## src/rtl/br_pkg.sv

```systemverilog
// Shared branch-compare encodings and the condition evaluator used by the
// branch resolve pipeline.
package br_pkg;

    localparam int MAX_XLEN = 64;

    localparam logic [2:0] CMP_BEQ  = 3'b000;
    localparam logic [2:0] CMP_BNE  = 3'b001;
    localparam logic [2:0] CMP_BLT  = 3'b010;
    localparam logic [2:0] CMP_BGE  = 3'b011;
    localparam logic [2:0] CMP_BLTU = 3'b100;
    localparam logic [2:0] CMP_BGEU = 3'b101;

    function automatic logic br_is_illegal(input logic [2:0] op);
        return (op[2:1] == 2'b11);
    endfunction

    // Operands arrive sign-extended to MAX_XLEN; sign extension preserves both the
    // signed and the unsigned ordering of the original XLEN-bit values.
    function automatic logic br_cond_eval(input logic [2:0]                 op,
                                          input logic signed [MAX_XLEN-1:0] a,
                                          input logic signed [MAX_XLEN-1:0] b);
        logic r;
        r = 1'b0;
        case (op)
            CMP_BEQ:  r = (a == b);
            CMP_BNE:  r = (a != b);
            CMP_BLT:  r = (a < b);
            CMP_BGE:  r = (a >= b);
            CMP_BLTU: r = ($unsigned(a) < $unsigned(b));
            CMP_BGEU: r = ($unsigned(a) >= $unsigned(b));
            default:  r = 1'b0;
        endcase
        return r;
    endfunction

endpackage

```

## src/rtl/br_sat_counter.sv

```systemverilog
// Saturating event counter; sticks at all-ones.
module br_sat_counter
    import br_pkg::*;
#(
    parameter int CNT_W = 16
) (
    input  logic             clk,
    input  logic             rst_n,
    input  logic             inc,
    output logic [CNT_W-1:0] cnt
);

    function automatic logic [CNT_W-1:0] sat_inc(input logic [CNT_W-1:0] v);
        return (&v) ? v : v + 1'b1;
    endfunction

    always_ff @(posedge clk or negedge rst_n) begin
        if (!rst_n) begin
            cnt <= '0;
        end else if (inc) begin
            cnt <= sat_inc(cnt);
        end
    end

endmodule

```

## src/rtl/branch_resolve_unit.sv

```systemverilog
// Pipelined RISC-V branch resolution: condition evaluation, next-PC computation,
// mispredict detection, valid/ready flow control and retire counters.
module branch_resolve_unit
    import br_pkg::*;
#(
    parameter int XLEN   = 32,
    parameter int STAGES = 2,
    parameter int CNT_W  = 16
) (
    input  logic             clk,
    input  logic             rst_n,
    input  logic             i_flush,
    input  logic             i_valid,
    output logic             o_ready,
    input  logic [XLEN-1:0]  i_a,
    input  logic [XLEN-1:0]  i_b,
    input  logic [2:0]       i_cmp_op,
    input  logic [XLEN-1:0]  i_pc,
    input  logic [XLEN-1:0]  i_imm,
    input  logic             i_pred_taken,
    input  logic [XLEN-1:0]  i_pred_target,
    output logic             o_valid,
    input  logic             i_ready,
    output logic             o_taken,
    output logic [XLEN-1:0]  o_next_pc,
    output logic             o_mispredict,
    output logic             o_illegal,
    output logic [CNT_W-1:0] o_br_cnt,
    output logic [CNT_W-1:0] o_mp_cnt
);

    // Stage 0: condition evaluation on the incoming beat
    logic signed [XLEN-1:0]     a_s, b_s;
    logic signed [MAX_XLEN-1:0] a_x, b_x;
    logic                       taken_p0, illegal_p0;

    assign a_s        = i_a;
    assign b_s        = i_b;
    assign a_x        = MAX_XLEN'(a_s);
    assign b_x        = MAX_XLEN'(b_s);
    assign illegal_p0 = br_is_illegal(i_cmp_op);
    assign taken_p0   = !illegal_p0 && br_cond_eval(i_cmp_op, a_x, b_x);

    // Signals feeding the final (output) stage, sourced per pipeline depth
    logic            vld_ck, taken_ck, illegal_ck, pt_ck;
    logic [XLEN-1:0] pc_ck, imm_ck, ptgt_ck;
    logic            vld_pn, ready_pn;

    assign ready_pn = !vld_pn || i_ready;

    generate
        if (STAGES == 1) begin : g_one
            assign vld_ck     = i_valid;
            assign taken_ck   = taken_p0;
            assign illegal_ck = illegal_p0;
            assign pc_ck      = i_pc;
            assign imm_ck     = i_imm;
            assign pt_ck      = i_pred_taken;
            assign ptgt_ck    = i_pred_target;
            assign o_ready    = ready_pn;
        end else begin : g_two
            // Stage 1 boundary: compare result registered with the operands for target/check
            logic            vld_p1, taken_p1, illegal_p1, pt_p1;
            logic [XLEN-1:0] pc_p1, imm_p1, ptgt_p1;
            logic            ready_p1;

            assign ready_p1 = !vld_p1 || ready_pn;

            always_ff @(posedge clk or negedge rst_n) begin
                if (!rst_n) begin
                    vld_p1 <= 1'b0;
                end else if (i_flush) begin
                    vld_p1 <= 1'b0;
                end else if (ready_p1) begin
                    vld_p1 <= i_valid;
                end
            end

            always_ff @(posedge clk) begin
                if (ready_p1 && i_valid && !i_flush) begin
                    taken_p1   <= taken_p0;
                    illegal_p1 <= illegal_p0;
                    pc_p1      <= i_pc;
                    imm_p1     <= i_imm;
                    pt_p1      <= i_pred_taken;
                    ptgt_p1    <= i_pred_target;
                end
            end

            assign vld_ck     = vld_p1;
            assign taken_ck   = taken_p1;
            assign illegal_ck = illegal_p1;
            assign pc_ck      = pc_p1;
            assign imm_ck     = imm_p1;
            assign pt_ck      = pt_p1;
            assign ptgt_ck    = ptgt_p1;
            assign o_ready    = ready_p1;
        end
    endgenerate

    // Target and prediction check; illegal ops never redirect
    logic [XLEN-1:0] next_pc_ck;
    logic            mp_ck;

    assign next_pc_ck = taken_ck ? (pc_ck + imm_ck) : (pc_ck + XLEN'(4));
    assign mp_ck      = !illegal_ck &&
                        ((taken_ck != pt_ck) || (taken_ck && (next_pc_ck != ptgt_ck)));

    // Output stage boundary: result register, held while the consumer stalls
    always_ff @(posedge clk or negedge rst_n) begin
        if (!rst_n) begin
            vld_pn       <= 1'b0;
            o_taken      <= 1'b0;
            o_next_pc    <= '0;
            o_mispredict <= 1'b0;
            o_illegal    <= 1'b0;
        end else begin
            if (i_flush) begin
                vld_pn <= 1'b0;
            end else if (ready_pn) begin
                vld_pn <= vld_ck;
            end
            if (!i_flush && ready_pn && vld_ck) begin
                o_taken      <= taken_ck;
                o_next_pc    <= next_pc_ck;
                o_mispredict <= mp_ck;
                o_illegal    <= illegal_ck;
            end
        end
    end

    assign o_valid = vld_pn;

    logic retire, retire_mp;
    assign retire    = vld_pn && i_ready && !o_illegal;
    assign retire_mp = retire && o_mispredict;

    br_sat_counter #(.CNT_W(CNT_W)) u_br_cnt (
        .clk   (clk),
        .rst_n (rst_n),
        .inc   (retire),
        .cnt   (o_br_cnt)
    );

    br_sat_counter #(.CNT_W(CNT_W)) u_mp_cnt (
        .clk   (clk),
        .rst_n (rst_n),
        .inc   (retire_mp),
        .cnt   (o_mp_cnt)
    );

endmodule

```

## config.mk

```make
export PLATFORM = sky130hd
export DESIGN_NAME = branch_resolve_unit
export DESIGN_NICKNAME = d
export VERILOG_FILES = /design/src/rtl/br_pkg.sv /design/src/rtl/br_sat_counter.sv /design/src/rtl/branch_resolve_unit.sv
export SDC_FILE = /design/constraint.sdc
export NUM_CORES = 1
export LEC_CHECK = 0
export BUFFER_PORTS_ARGS = -buffer_cell sky130_fd_sc_hd__buf_4
export CAP_MARGIN = 0
export CORE_AREA = 5 5 119 234
export CTS_CLUSTER_DIAMETER = 80
export DETAILED_ROUTE_END_ITERATION = 6
export DIE_AREA = 0 0 124 239
export GPL_TIMING_DRIVEN = 0
export PLACE_DENSITY = 0.61
export SYNTH_ARGS = -nofsm -noshare
export SYNTH_HDL_FRONTEND = slang
export SYNTH_SLANG_ARGS = --single-unit
```

## constraint.sdc

```tcl
create_clock -name clk -period 4.9 [get_ports clk]
set_clock_uncertainty 0.2 [all_clocks]
set_input_delay 0.735 -clock clk [delete_from_list [all_inputs] [get_ports clk]]
set_output_delay 0.735 -clock clk [all_outputs]
set_load 0.02 [all_outputs]
```

==> results of run 1 <==
==> stage by stage <==
step                setup WS, ns  TNS [ns]  cells  total power, mW  area, µm²
global route               0.143         0   1628             4.11      13000
floorplan                  0.847         0   1014             2.24      10200
global placement          -0.164    -14.83   1595             2.63      12400
finish                     0.491         0   1628             3.91      13000
detailed placement         0.486         0   1596             2.65      12400
CTS                        0.449         0   1628             3.96      13000
==> worst max-delay path by stage <==
stage | from | slack [ns] | endpoint
after floorplan | i_ready | 0.85 | g_two.illegal_p1
after global placement | i_ready | -0.16 | g_two.imm_p1[26]
after detailed placement | g_two.pc_p1[6] | 0.49 | o_mispredict
after CTS | g_two.pc_p1[6] | 0.45 | o_mispredict
after global routing | g_two.pc_p1[6] | 0.14 | o_mispredict
final | g_two.pc_p1[6] | 0.49 | o_mispredict
==> power by group <==
group	switching [mW]	internal (mW)	total (mW)	leakage, nW
logic	0.499	0.395	0.894	3.49
registers	0.0978	1.63	1.73	1.83
clock network	0.578	0.714	1.29	0.284
==> registers in the layout, summed over array words and instances (netlist names), 16 cells and up <==
signal	flops
g_two.imm_p1	32
g_two.pc_p1	32
g_two.ptgt_p1	32
o_next_pc	32
u_br_cnt.cnt	16
u_mp_cnt.cnt	16
==> cell families after synthesis <==
family | count (synthesis) | synth area share (%)
buffers and inverters | 78 | 2.97
adders and majority gates | 68 | 8.50
xor gates and xnor gates | 84 | 7.22
AOI/OAI and AO/OA | 241 | 15.9
and+or+nand+nor | 364 | 18.2
muxes | 11 | 1.12
DFF | 168 | 46.1
==> area by class of cell <==
type / count / area, µm² / area share [%]
buffer: 36 / 145 / 1.12
clock buffer: 22 / 484 / 3.73
clock inverter: 10 / 82.6 / 0.636
inverter: 42 / 158 / 1.21
multi-input combinational: 768 / 5190 / 39.9
sequential: 168 / 4700 / 36.2
tap: 344 / 430 / 3.31
timing repair buffer: 238 / 1810 / 13.9
==> repair_timing <==
action | CTS | global route
endpoints found under the setup margin | 0 | 1
gates resized for setup | 0 | 1
setup buffers | 0 | 0
==> worst max-delay path, stage by stage (launching register included) <==
cell,delay [ns]
edfxtp_1,0.46
ha_1,0.33
clkbuf_1,0.34
nand2_1,0.19
nor3_1,0.40
a211oi_1,0.23
a211oi_1,0.61
nor4_1,0.10
nor3_1,0.64
xor2_1,0.17
a41oi_1,0.23
and4_1,0.26
a41oi_1,0.12
==> placed cells by master, fill, tap and decap left out, drive strengths merged, types with 7 or more instances in the layout <==
cell type | Yosys | layout
buf | 6 | 244
nand2 | 114 | 114
edfxtp | 99 | 99
dfrtp | 69 | 69
ha | 66 | 66
o21ai | 63 | 63
nor2 | 56 | 56
a21oi | 56 | 56
clkbuf | 30 | 52
xnor2 | 50 | 50
inv | 41 | 47
nand4 | 39 | 39
nand3 | 39 | 39
xor2 | 34 | 34
a21o | 25 | 25
nor3 | 18 | 18
and3 | 15 | 15
or3 | 13 | 13
nor2b | 12 | 12
a31oi | 12 | 12
o21a | 11 | 11
a211oi | 11 | 11
nor4 | 10 | 10
o211ai | 10 | 10
nor3b | 8 | 8
mux2i | 8 | 8
nand3b | 8 | 8
and2 | 7 | 7
==> per-layer routing <==
metal	track usage [%]	wire length, µm
met1	25.6	12400
met2	33.9	14600
met3	4.10	1870
met4	7.68	882
met5	0	0
==> flow_metrics.py, run 1 <==
metrics = {
    "die": {
        "placementRows": 84,
        "core_mm2": 0.0260,
        "die_w_um": 124,
        "start_util_pct": 39.2,
        "fp.dieArea_mm2": 0.0296,
        "die_y_um": 239,
        "io_pins": 238,
    },
    "power": {
        "p_per_area_mw_per_mm2": 301,
        "p_leak_nw": 5.60,
        "ir_drop_mv": 0.251,
    },
    "clock_tree": {
        "root_buffer": "clkbuf_16",
        "insertion_delay_ns": 0.44,
        "cts.sink_count": 168,
        "tritoncts": "yes",
        "cts_buffers": 17,
        "clk_pin_slew_ns": 0.07,
        "postCtsHoldBufs": 0,
        "cts_max_path_buffers": 2,
        "htreeDepth": 4,
    },
    "synth": {
        "ys_warn_count": 0,
        "ys_seq_elements": 168,
        "yosysSeqAreaShare_pct": 46.1,
        "syn_area_per_cell_um2": 10.0,
        "synthCells": 1014,
        "ys_types": 80,
        "ys.flop_type": "edfxtp_1",
        "synth_area_leader_cell": "edfxtp_1",
        "synth_common_cells": "nand2_1, edfxtp_1, dfrtp_1, ha_1, nor2_1",
        "syn-num-nets": 1251,
        "synth_edf_count": 99,
        "postSynth.asyncResetShare_pct": 41.1,
        "synth_area_mm2": 0.0102,
        "yosys-top-cells-area": "edfxtp_1, dfrtp_1, ha_1",
        "synth_top_area_share_pct": 29.2,
        "synthMostInstantiatedCell": "nand2_1",
    },
    "critical_path": {
        "reg2reg_from": "g_two.pc_p1[6]",
        "worst-endpoint-required_ns": 5.00,
        "reg2reg_slack_ns": 0.49,
        "r2r_end": "o_mispredict",
        "reg2reg_depth": 12,
        "worst_setup_path_start_kind": "register",
        "path_class": "reg2reg",
        "cp_max_fo": 10,
        "cp-end-kind": "register",
        "worstPathArrival_ns": 4.51,
    },
    "place": {
        "gp_congestion": 0.888,
        "dp_hpwl_mm": 23.9,
        "io_buffers": 237,
    },
    "timing": {
        "hold_viol_final": 0,
        "whs_ns": 0.206,
        "timing.fmax_ghz": 0.227,
        "worst_pin_slew_ns": 1.04,
        "rsz0062_at_grt": "false",
        "period_needed_ns": 4.41,
        "slew_violations": 0,
        "fin_crit_sh_pct": 90.0,
        "max_slew_margin_pct": 30.3,
        "setup_viol": 0,
    },
    "global_route": {
        "grtUsageTotal_pct": 20.3,
        "grt_pass1_wl_mm": 46.3,
        "grt_max_degree": 70,
        "grt_pass1_vias": 8812,
        "gr-total-overflow": 0,
        "antenna_found_initial": 0,
    },
    "cells_and_area": {
        "fin_util_pct": 50.1,
        "area_delta_synth_final_pct": 27.6,
        "fillers": 2457,
        "drive_above_1_share_pct": 22.7,
        "fin_nets": 1508,
        "n_antenna_cell": 0,
    },
    "run_status": {
        "outcome": "finished clean",
    },
    "routing": {
        "wire_per_inst_um": 18.3,
        "drt_iter0_markers": 707,
        "ant_nets": 0,
        "via_per_inst": 5.36,
        "drt_wl_total_mm": 29.8,
        "first_pass_iters": 5,
        "drc": 0,
        "vias": 8732,
    },
    "worst_hold_path": {
        "hp-class": "in2async",
    },
    "job": {
        "cap_violations": 0,
    },
}
Power figures use the tool's default switching activity.
==> run 2: changes to the inputs <==
GPL_TIMING_DRIVEN = default   (was 0)
==> flow_metrics.py, run 2 (synthesis gave the netlist of run 1 again) <==
metrics = {
    "run_status": {
        "outcome": "finished clean",
    },
    "timing": {
        "hold_viol_final": 0,
        "rsz0062_at_grt": "false",
        "timing.fmax_ghz": 0.249,
        "max_slew_margin_pct": 29.9,
        "period_needed_ns": 4.01,
        "whs_ns": 0.198,
        "fin_crit_sh_pct": 81.8,
        "worst_pin_slew_ns": 1.05,
        "setup_viol": 0,
        "slew_violations": 0,
        "finalSetupTns_ns": 0,
    },
    "die": {
        "placementRows": 84,
        "die_w_um": 124,
        "die_y_um": 239,
        "io_pins": 238,
        "core_mm2": 0.0260,
        "start_util_pct": 39.2,
        "fp.dieArea_mm2": 0.0296,
    },
    "clock_tree": {
        "post-cts-setup-buffer-count": 0,
        "root_buffer": "clkbuf_16",
        "insertion_delay_ns": 0.45,
        "tritoncts": "yes",
        "cts_buffers": 17,
        "htreeDepth": 4,
        "clk_pin_slew_ns": 0.07,
        "cts_resized": 0,
        "postCtsHoldBufs": 0,
        "cts.sink_count": 168,
        "cts_max_path_buffers": 2,
    },
    "cells_and_area": {
        "area_delta_synth_final_pct": 26.8,
        "fin_area_mm2": 0.0129,
        "most-common-layout-cells": "buf_4, nand2_1, edfxtp_1",
        "fin_nets": 1479,
        "drive_above_1_share_pct": 23.6,
        "fillers": 2393,
        "n_antenna_cell": 0,
        "fin_util_pct": 49.7,
        "layout_commonest_cell": "buf_4",
    },
    "global_route": {
        "antenna_found_initial": 0,
        "grt_pass1_wl_mm": 43.9,
        "gr-total-overflow": 0,
        "grt_max_degree": 70,
        "grt_pass1_vias": 8431,
        "grtUsageTotal_pct": 19.3,
    },
    "routing": {
        "vias": 8637,
        "drc": 0,
        "ant_nets": 0,
        "wire_per_inst_um": 18.0,
        "first_pass_iters": 5,
        "via_per_inst": 5.40,
        "drt_wl_total_mm": 28.7,
        "drt_iter0_markers": 640,
    },
    "power": {
        "total_power_mw": 3.94,
        "ir_drop_mv": 0.253,
        "p_leak_nw": 5.58,
        "p_per_area_mw_per_mm2": 305,
    },
    "critical_path": {
        "reg2reg_slack_ns": 0.89,
        "worst_setup_path_start_kind": "register",
        "cp_max_fo": 11,
        "crit_path_end": "o_mispredict",
        "r2r_end": "o_mispredict",
        "worstPathArrival_ns": 4.12,
        "cp-end-kind": "register",
        "reg2reg_from": "g_two.pc_p1[12]",
        "path_class": "reg2reg",
        "worst-endpoint-required_ns": 5.01,
        "startpoint": "g_two.pc_p1[12]",
        "reg2reg_depth": 11,
    },
    "place": {
        "place_area_mm2": 0.0123,
        "gp_congestion": 0.908,
        "dp_hpwl_mm": 22.9,
        "io_buffers": 237,
    },
    "worst_hold_path": {
        "hp-class": "in2async",
    },
    "job": {
        "cap_violations": 0,
    },
}
==> run 2: cell type report <==
type	count	area, µm²	area share, %
inverter	42	158	1.22
multi-input combinational	768	5190	40.2
clock buffer	22	474	3.67
clock inverter	10	105	0.814
sequential	168	4700	36.4
timing repair buffer	245	1850	14.3
tap	344	430	3.33
==> run 2: metrics by stage <==
stage / worst slack [ns] / std cells
finish: 0.892 / 1599
global route: 0.617 / 1599
CTS: 0.938 / 1599
detailed placement: 0.906 / 1567
global placement: 0.959 / 1567
floorplan: 0.847 / 1014
==> run 2: worst min path at each step <==
| stage | start | end |
|---|---|---|
| detailed placement | o_next_pc[10] | o_next_pc[10] |
| global route | i_pred_target[1] | g_two.ptgt_p1[1] |
| global placement | o_next_pc[5] | o_next_pc[5] |
| CTS | rst_n | u_br_cnt.cnt[14] |
| floorplan | rst_n | g_two.vld_p1 |
| finish | rst_n | u_br_cnt.cnt[7] |
==> run 2: worst max-delay path, cell delays in order (launching register included) <==
cell and delay [ns]:
edfxtp_1 0.48, ha_1 0.49, nand2_1 0.27, nor3_1 0.12, a211oi_1 0.58, a211oi_1 0.25
or3_1 0.37, a311oi_1 0.37, o32ai_1 0.13, nor4_1 0.28, and4_1 0.22, a41oi_1 0.11
==> run 2: routing by layer <==
layer,up-vias,track usage [%],part of all wire (%)
met3,32,3.88,5.4
met4,0,5.49,1.8
met1,4120,24.5,43
met5,-,0,0
li1,4229,-,-
met2,256,33.0,50
==> run 2: report_power, final <==
| part | internal [mW] | leakage, nW | switching (mW) |
|---|---|---|---|
| Combinational | 0.396 | 3.47 | 0.484 |
| Clock | 0.751 | 0.289 | 0.579 |
| Sequential | 1.63 | 1.83 | 0.102 |
| Total | 2.78 | 5.58 | 1.16 |
